`config.mk`:
```
export PLATFORM = sky130hd
export DESIGN_NAME = sudoku_mask_decode
export DESIGN_NICKNAME = d
export VERILOG_FILES = /design/src/rtl/sudoku_mask_decode.sv
export SDC_FILE = /design/constraint.sdc
export NUM_CORES = 2
export LEC_CHECK = 0
export ABC_CLOCK_PERIOD_IN_PS = 16620
export CORE_MARGIN = 2
export CORE_UTILIZATION = 39
export DETAILED_ROUTE_END_ITERATION = 10
export DONT_BUFFER_PORTS = 1
export GPL_TIMING_DRIVEN = 0
export PLACE_DENSITY = 0.55
export SLEW_MARGIN = 20
export SYNTH_ARGS = -nofsm -noshare
export SYNTH_HDL_FRONTEND = slang
export SYNTH_SLANG_ARGS = --single-unit
```
`constraint.sdc`:
```
create_clock -name clk -period 16.62 [get_ports clk]
set_input_delay 3.324 -clock clk [delete_from_list [all_inputs] [get_ports clk]]
set_output_delay 3.324 -clock clk [all_outputs]
set_load 0.02 [all_outputs]
```
`src/rtl/sudoku_mask_decode.sv`:
```
// sudoku_mask_decode
//   Back end of the candidate-mask pipeline. Captures a 729-bit elimination
//   mask and streams it out as decoded cell digits, CELLS_PER_BEAT cells per
//   beat. Frame summary flags are presented together with the last beat.
//
//   Mask bit i: cell c = i/9 (c = x*9+y), value v = i%9; a set bit excludes
//   digit v+1 for that cell.
//   Cell digit: one clear bit at v -> v+1, none clear -> 4'hF, several -> 0.
//
// Ports
//   clk, rst_n        clock (rising edge), asynchronous active-low reset
//   mask_valid/ready  input mask handshake (ready while idle)
//   mask_in           729-bit elimination mask, sampled only at accept
//   out_valid/ready   output beat handshake
//   out_cell          index of the first cell in the beat
//   out_digits        cell k of the beat at [4k+3:4k]
//   out_last          final beat of the frame
//   sum_solved        with out_last: every cell decodes to 1..9
//   sum_error         with out_last: at least one cell has all bits set
//   sum_unsolved_cnt  with out_last: number of cells with >=2 clear bits
//   abort             (only with SUDOKU_MASK_DEC_ABORT_EN) drops the frame
//
// Configuration
//   SUDOKU_MASK_DEC_ABORT_EN  adds the abort input; a frame in progress
//                             returns to idle without issuing out_last.

module sudoku_mask_decode #(
  parameter int unsigned CELLS_PER_BEAT = 1
) (
  input  logic                        clk,
  input  logic                        rst_n,
  input  logic                        mask_valid,
  output logic                        mask_ready,
  input  logic [728:0]                mask_in,
  output logic                        out_valid,
  input  logic                        out_ready,
  output logic [6:0]                  out_cell,
  output logic [4*CELLS_PER_BEAT-1:0] out_digits,
  output logic                        out_last,
  output logic                        sum_solved,
  output logic                        sum_error,
`ifdef SUDOKU_MASK_DEC_ABORT_EN
  input  logic                        abort,
`endif
  output logic [6:0]                  sum_unsolved_cnt
);

  localparam int unsigned BEATS  = 81 / CELLS_PER_BEAT;
  localparam int unsigned BEAT_W = 9 * CELLS_PER_BEAT;

  typedef enum logic {S_IDLE, S_STREAM} state_t;

  state_t                      r_state;
  logic [728:0]                r_mask;
  logic [6:0]                  r_beat;
  logic                        r_err;
  logic [6:0]                  r_ucnt;

  logic [4*CELLS_PER_BEAT-1:0] w_digits;
  logic                        w_beat_err;
  logic [6:0]                  w_beat_ucnt;
  logic                        w_last;
  logic                        w_err_tot;
  logic [6:0]                  w_ucnt_tot;

  function automatic logic [3:0] dec_cell(input logic [8:0] b);
    logic [3:0]  d;
    int unsigned n;
    d = '0;
    n = 0;
    for (int unsigned v = 0; v < 9; v++) begin
      if (!b[v]) begin
        n = n + 1;
        d = 4'(v + 1);
      end
    end
    if (n == 0)      dec_cell = 4'hF;
    else if (n == 1) dec_cell = d;
    else             dec_cell = 4'd0;
  endfunction

  // The mask register shifts down one beat per handshake, so the current
  // beat's cells always sit in the low bits and a finished frame leaves it 0.
  always_comb begin
    w_digits    = '0;
    w_beat_err  = 1'b0;
    w_beat_ucnt = '0;
    for (int unsigned k = 0; k < CELLS_PER_BEAT; k++) begin
      w_digits[4*k +: 4] = dec_cell(r_mask[9*k +: 9]);
      if (w_digits[4*k +: 4] == 4'hF) w_beat_err  = 1'b1;
      if (w_digits[4*k +: 4] == 4'd0) w_beat_ucnt = w_beat_ucnt + 7'd1;
    end
  end

  assign w_last     = (r_state == S_STREAM) && (r_beat == 7'(BEATS - 1));
  assign w_err_tot  = r_err | w_beat_err;
  assign w_ucnt_tot = r_ucnt + w_beat_ucnt;

  assign mask_ready       = (r_state == S_IDLE);
  assign out_valid        = (r_state == S_STREAM);
  assign out_cell         = 7'(r_beat * CELLS_PER_BEAT);
  assign out_digits       = w_digits;
  assign out_last         = w_last;
  assign sum_error        = w_last & w_err_tot;
  assign sum_unsolved_cnt = w_last ? w_ucnt_tot : '0;
  assign sum_solved       = w_last & !w_err_tot & (w_ucnt_tot == '0);

  always_ff @(posedge clk or negedge rst_n) begin
    if (!rst_n) begin
      r_state <= S_IDLE;
      r_mask  <= '0;
      r_beat  <= '0;
      r_err   <= 1'b0;
      r_ucnt  <= '0;
    end else begin
      case (r_state)
        S_IDLE: begin
          if (mask_valid) begin
            r_state <= S_STREAM;
            r_mask  <= mask_in;
            r_beat  <= '0;
            r_err   <= 1'b0;
            r_ucnt  <= '0;
          end
        end
        S_STREAM: begin
`ifdef SUDOKU_MASK_DEC_ABORT_EN
          if (abort) begin
            r_state <= S_IDLE;
            r_mask  <= '0;
            r_beat  <= '0;
            r_err   <= 1'b0;
            r_ucnt  <= '0;
          end else
`endif
          if (out_ready) begin
            r_mask <= r_mask >> BEAT_W;
            if (w_last) begin
              r_state <= S_IDLE;
              r_beat  <= '0;
              r_err   <= 1'b0;
              r_ucnt  <= '0;
            end else begin
              r_beat <= r_beat + 7'd1;
              r_err  <= w_err_tot;
              r_ucnt <= w_ucnt_tot;
            end
          end
        end
        default: r_state <= S_IDLE;
      endcase
    end
  end

endmodule
```
**After elaboration in Yosys (flattened, before gate mapping)**

Index checks and enable logic that the tools add are counted.

- Bitwise logic cells: 5
- Muxes and demuxes: 41
- Reductions and logical operators: 6
- $lt $le $gt $ge: 0
- Eq/ne operators: 5
- $add $sub $neg: 10
- Divide/modulo/power cells: 0
- Shift-type cells: 0
- Multiply operators: 0

Operators by type and width:

| operator | number |
|---|---|
| two-way mux 729 bit | 2 |
| one-hot mux 729 bit (2 select lines) | 1 |
| adder 32 x 1 -> 32 bit (second input constant) | 8 |
| two-way mux 32 bit | 8 |
| two-way mux 7 bit | 6 |
| == test 32 x 1 -> 1 bit (second input constant) | 1 |
| logical NOT 32 bit | 1 |
| two-way mux 4 bit | 8 |
| one-hot mux 7 bit (2 select lines) | 2 |
| two-way mux 1 bit | 10 |
| adder 7 x 1 -> 7 bit (second input constant) | 1 |
| adder 7 bit | 1 |
| == test 7 bit (second input constant) | 1 |
| logical NOT 7 bit | 1 |
| == test 4 bit (second input constant) | 1 |
| logical NOT 4 bit | 1 |
| two-way mux 2 bit | 2 |
| inequality test 2 bit (second input constant) | 2 |
| one-hot mux 1 bit (2 select lines) | 2 |
| bitwise AND 1 bit | 3 |
| AND reduction 2 bit | 1 |
| logical AND 1 bit | 1 |
| logical NOT 1 bit | 1 |
| inverter 1 bit | 1 |
| bitwise OR 1 bit | 1 |

- RAM bits: 0
- ROM bits: 0
- Input bits: 733
- Bits in latches: 0
- Logic and storage cells: 72
- Register bits after elaboration: 745
- Output and inout port bits: 23
- Memories kept: 0

**Logic depth before layout (Yosys ltp)**

- Depth after elaboration: 26
- Depth in mapped cells: 36
- Mapped depth without buffers: 36

**Worst setup path before layout**

Ideal clock, no wire load.

- Path type: reg2out
- Start point: reg r_mask[1]
- End point: out sum_solved
- Path slack: 6.819 ns
- Data arrival time: 6.477 ns
- Required time: 13.296 ns
- Cell stages (with the launch flop): 37
- Path buffers: 1
- Path through: dfrtp_1 inv_1 ha_1 buf_6 xnor2_1 ha_1 nor2b_1 a21o_1 ha_1 nor2_1 nor2_1 ha_1 nor2b_1 a21o_1 ha_1 mux2i_1 o31ai_1 ha_1 nor2_1 a21oi_1 a41oi_1 inv_1 ha_1 nand2b_1 a41oi_1 mux2_4 a211oi_2 nand2b_1 a31o_2 ha_1 ha_1 nand3_1 nor2_1 xnor2_1 nand2_1 nor4_1 and3_1

- Word-level cells in the longest chain between the ends: 24
- Elaborated cells on any way between the ends: 37
- Classes of those cells: add/sub: 8; eq/ne: 2; mux: 20; bitwise: 3; reduce/logical: 4

RTL lines:

| item | RTL line | text |
|---|---|---|
| start: declaration | 54 | `logic [728:0] r_mask;` |
| start signal: assignment | 120 | `r_mask <= mask_in;` |
| start signal: assignment | 137 | `r_mask <= r_mask >> BEAT_W;` |
| two-way mux 32 bit | 72 | `if (!b[v]) begin` |
| adder 32 x 1 -> 32 bit | 73 | `n = n + 1;` |
| two-way mux 32 bit | 72 |  |
| adder 32 x 1 -> 32 bit | 73 |  |
| two-way mux 32 bit | 72 |  |
| adder 32 x 1 -> 32 bit | 73 |  |
| two-way mux 32 bit | 72 |  |
| adder 32 x 1 -> 32 bit | 73 |  |
| (+4 left out) | -- |  |
| two-way mux 32 bit | 72 |  |
| adder 32 x 1 -> 32 bit | 73 |  |
| two-way mux 32 bit | 72 |  |
| == test 32 x 1 -> 1 bit | 78 | `else if (n == 1) dec_cell = d;` |
| two-way mux 4 bit | 78 |  |
| two-way mux 4 bit * | 77 | `if (n == 0) dec_cell = 4'hF;` |
| parallel branches: the longest is 5 deep, another holds adder 7 bit | -- |  |
| bitwise AND 1 bit * | 106 | `assign sum_solved = w_last & !w_err_tot & (w_ucnt_tot == '0);` |
| end: declaration | 40 | `output logic sum_solved,` |

Mark *: on every way between the ends.

**Worst setup path after layout**

Same ends and word-level chain as after synthesis.

==> key figures <==
CTS
  • Root buffer cell: clkbuf_16
  • Hold-fix buffers at CTS: 0
  • Clk sinks: 745
  • H-tree depth: 3
  • Clk buf depth: 3
  • Reg clk slew, reported paths: 0.06 ns
  • Clock buffer count from CTS: 86
  • Postcts setup bufs: 0
  • Post-cts gate resize count: 0
  • Skew-Pair Late Insertion Delay: 0.66 ns
  • CTS tree: yes

Layout
  • Layout cell share with drive strength beyond 1: 0.04698
  • Nets: 4231
  • Syn-to-layout area delta: 12.97%
  • Fill cells: 8542

Critical path
  • Crit Reg-Reg Startpoint: r_mask[1]$_DFFE_PN0P_
  • Worst setup SP type: flip-flop
  • Endpoint type of the worst setup path: primary output
  • Most frequent CP cell: ha_1
  • R2r setup slk: 9.52 ns
  • CP arrival: 8.14 ns
  • Worst Reg-to-Reg Cells: 34
  • Worst reg2reg endpoint: r_ucnt[6]$_DFFE_PN0P_
  • Critical path fanouts, max: 7
  • CP max stage cell: dfrtp_1
  • CP Class: reg -> out
  • Crit path capture: sum_solved
  • Required @ worst endpoint: 13.30 ns
  • Instance count on the critical path: 36
  • Crit path max-delay family: adder cells
  • Worst path bufs/invs: 3
  • CP max stage delay: 0.43 ns
  • Worst setup startpoint: r_mask[1]$_DFFE_PN0P_

Synthesis
  • Seq/Total Area, Yosys: 0.5370
  • Number of flops mapped to enable cells by yosys: 0
  • Dominant synthesized flop cell: dfrtp_1
  • Synth Net Count: 4138
  • Flops & latches, synth: 745
  • Synth Warn #: 0
  • Unique masters post-synth: 62
  • Cells after Synth: 3392
  • Async S/R FF share, synth: 1.000
  • Netlist Area Pre-Place: 0.03472 mm²
  • Avg Inst Size Synth: 10.24 µm²

Floorplanning
  • Core Area: 0.08824 mm²
  • Initial Util: 0.3935
  • DIE AREA: 0.09143 mm²
  • Row count: 109
  • Top Ports: 756
  • Die H: 302.4 µm
  • Die width: 302.4 µm

STA
  • Pins Over Slew Limit: 0
  • Clock skew after layout: 0.02146 ns
  • Endpoints failing setup: 0
  • Worst slew pin tran: 1.115 ns
  • Peak Freq: 0.08727 GHz
  • Setup TNS: 0 ns
  • Final hold violation count: 0
  • Min Tclk post-route: 11.46 ns
  • Rel. slew slack: 0.2510
  • Final clock period utilization by the worst path: 0.6895
  • RSZ-0062 raised after global routing: no

Place
  • Final HPWL DP: 83650 µm
  • Port bufs: 0
  • GPL Wtd Cong: 0.8682

Drt
  • Mean routed wirelength per cell: 23.39 µm
  • Initial DRC count: 1749
  • Via/cell ratio: 5.384
  • Final WL: 110700 µm
  • ANT nets after route: 0
  • DR pass1 iterations: 5
  • Drc violations: 0
  • Via count: 25493

Global route
  • Total gr overflow: 0
  • First-pass GRT wire length: 165100 µm
  • Initial antenna violation count: 38
  • All-layer global routing usage: 0.2373
  • Vias in the first global route: 25845
  • Largest net degree at the start of global routing: 746

Job
  • Max-cap violations: 0

Hold path
  • Min-delay worst type: reg -> reg
  • WHS Path Cells: 2

Power
  • LEAKAGE: 20.44 nW
  • Worst vdd ir: 0.1957 mV
  • Final Total Pwr: 7.113 mW
  • Power density over cell area: 181.4 mW/mm²

Outcome
  • Status: completed
## layout by cell type, fill, tap and decap left out, types with 9 or more instances in the layout
| cell | instances |
|---|---|
| diode_2 | 15 |
| nor2b_1 | 9 |
| clkbuf_8 | 25 |
| inv_1 | 15 |
| nor2_1 | 24 |
| mux2i_1 | 721 |
| ha_1 | 13 |
| xnor2_1 | 16 |
| clkbuf_1 | 264 |
| clkbuf_16 | 86 |
| o21ai_0 | 743 |
| a22o_1 | 10 |
| nand2_1 | 742 |
| clkinv_2 | 16 |
| dfrtp_1 | 745 |
## metal layers
metal / track usage / share of wire / routed length, µm
met1: 0.2957 / 0.40 / 44740
met2: 0.3861 / 0.48 / 53530
met3: 0.08655 / 0.084 / 9283
met4: 0.06990 / 0.026 / 2903
met5: 0 / 0.0026 / 287
## cell usage after synthesis, drive strengths merged, types with 2 or more instances
master / n / area, µm²
a21oi: 8 / 40.04
and3: 5 / 31.28
a311oi: 2 / 17.52
mux2i: 721 / 7217
a22o: 10 / 87.58
a31o: 2 / 17.52
xor2: 7 / 87.59
o31ai: 4 / 30.03
nand4b: 2 / 17.52
a41oi: 2 / 17.52
o22ai: 2 / 12.51
buf: 9 / 51.30
o21ai: 744 / 3724
nand2: 743 / 2791
clkbuf: 249 / 934.7
inv: 15 / 56.30
dfrtp: 745 / 18640
nor2: 24 / 90.09
nand3b: 2 / 27.53
a31oi: 4 / 25.02
nor3: 4 / 20.02
a32oi: 2 / 17.52
nor2b: 9 / 56.30
a21o: 3 / 22.52
nand2b: 8 / 50.05
nand4: 3 / 18.77
xnor3: 2 / 46.29
nand3: 8 / 40.04
xnor2: 16 / 140.1
o211ai: 2 / 15.01
ha: 13 / 162.7
nor3b: 2 / 15.01
## worst register-to-register path: cells and delay by family, from the launching register on
| family | cells | cell delay, ns |
|---|---|---|
| buf+inv | 3 | 0.32 |
| mux | 2 | 0.48 |
| compound gates | 9 | 1.49 |
| flops | 1 | 0.43 |
| fa+ha+maj | 9 | 2.41 |
| simple gates | 9 | 1.28 |
| xor+xnor | 2 | 0.52 |
## cells by family after synthesis
logic type               after synthesis  share of synthesized area
AND/OR/NAND/NOR                      820                    0.09319
XOR/XNOR                              26                   0.008613
flip-flops                           745                     0.5370
adder cells (fa/ha/maj)               14                   0.004973
multiplexers                         722                     0.2083
buffers and inverters                273                    0.03002
AO/OA/AOI/OAI                        792                     0.1180
## sequential cells by signal (all words and copies together), names as in the netlist
signal and cells:
r_beat 7, r_err 1, r_mask 729, out_valid 1, r_ucnt 7
## worst min path at each step
stage / start / to / slack [ns]
CTS: r_mask[248]$_DFFE_PN0P_ / r_mask[248]$_DFFE_PN0P_ / 0.48
detailed placement: r_mask[406]$_DFFE_PN0P_ / r_mask[406]$_DFFE_PN0P_ / 0.47
finish: r_mask[410]$_DFFE_PN0P_ / r_mask[410]$_DFFE_PN0P_ / 0.47
global placement: r_mask[310]$_DFFE_PN0P_ / r_mask[310]$_DFFE_PN0P_ / 0.46
floorplan: r_mask[100]$_DFFE_PN0P_ / r_mask[100]$_DFFE_PN0P_ / 0.45
global route: r_mask[54]$_DFFE_PN0P_ / r_mask[54]$_DFFE_PN0P_ / 0.50
## layout make-up
class                           count  area [µm²]  share of cell area
Tap cell                         1165        1458             0.03716
Sequential cell                   745       18640              0.4753
Multi-Input combinational cell   2374       15040              0.3834
Buffer                            258       987.2             0.02517
Inverter                           15       56.30            0.001435
Timing Repair Buffer                5       121.4            0.003094
Clock inverter                     31       325.3            0.008294
Antenna cell                       15       37.54           0.0009570
Clock buffer                      127        2556             0.06517
## stage by stage
| step | setup slack [ns] | std cells | util | hold slack (ns) | cell area (µm²) |
|---|---|---|---|---|---|
| 6_report | 5.161 | 4735 | 0.4445 | 0.4748 | 39220 |
| 5_1_grt | 4.325 | 4730 | 0.4444 | 0.4953 | 39210 |
| 4_1_cts | 5.040 | 4716 | 0.4428 | 0.4811 | 39080 |
| 3_5_place_dp | 5.791 | 4558 | 0.4102 | 0.4695 | 36190 |
| 2_1_floorplan | 6.819 | 3392 | - | 0.4496 | 34720 |
| 3_3_place_gp | 5.837 | 4557 | 0.4100 | 0.4595 | 36180 |
## power breakdown
| part | leakage [nW] | internal (mW) | switching [mW] |
|---|---|---|---|
| Sequential | 9.64 | 2.47 | 0.409 |
| Clock | 1.44 | 1.13 | 0.799 |
| Combinational | 9.37 | 0.956 | 1.35 |
| Total | 20.4 | 4.56 | 2.56 |
Power figures use the tool's default switching activity.
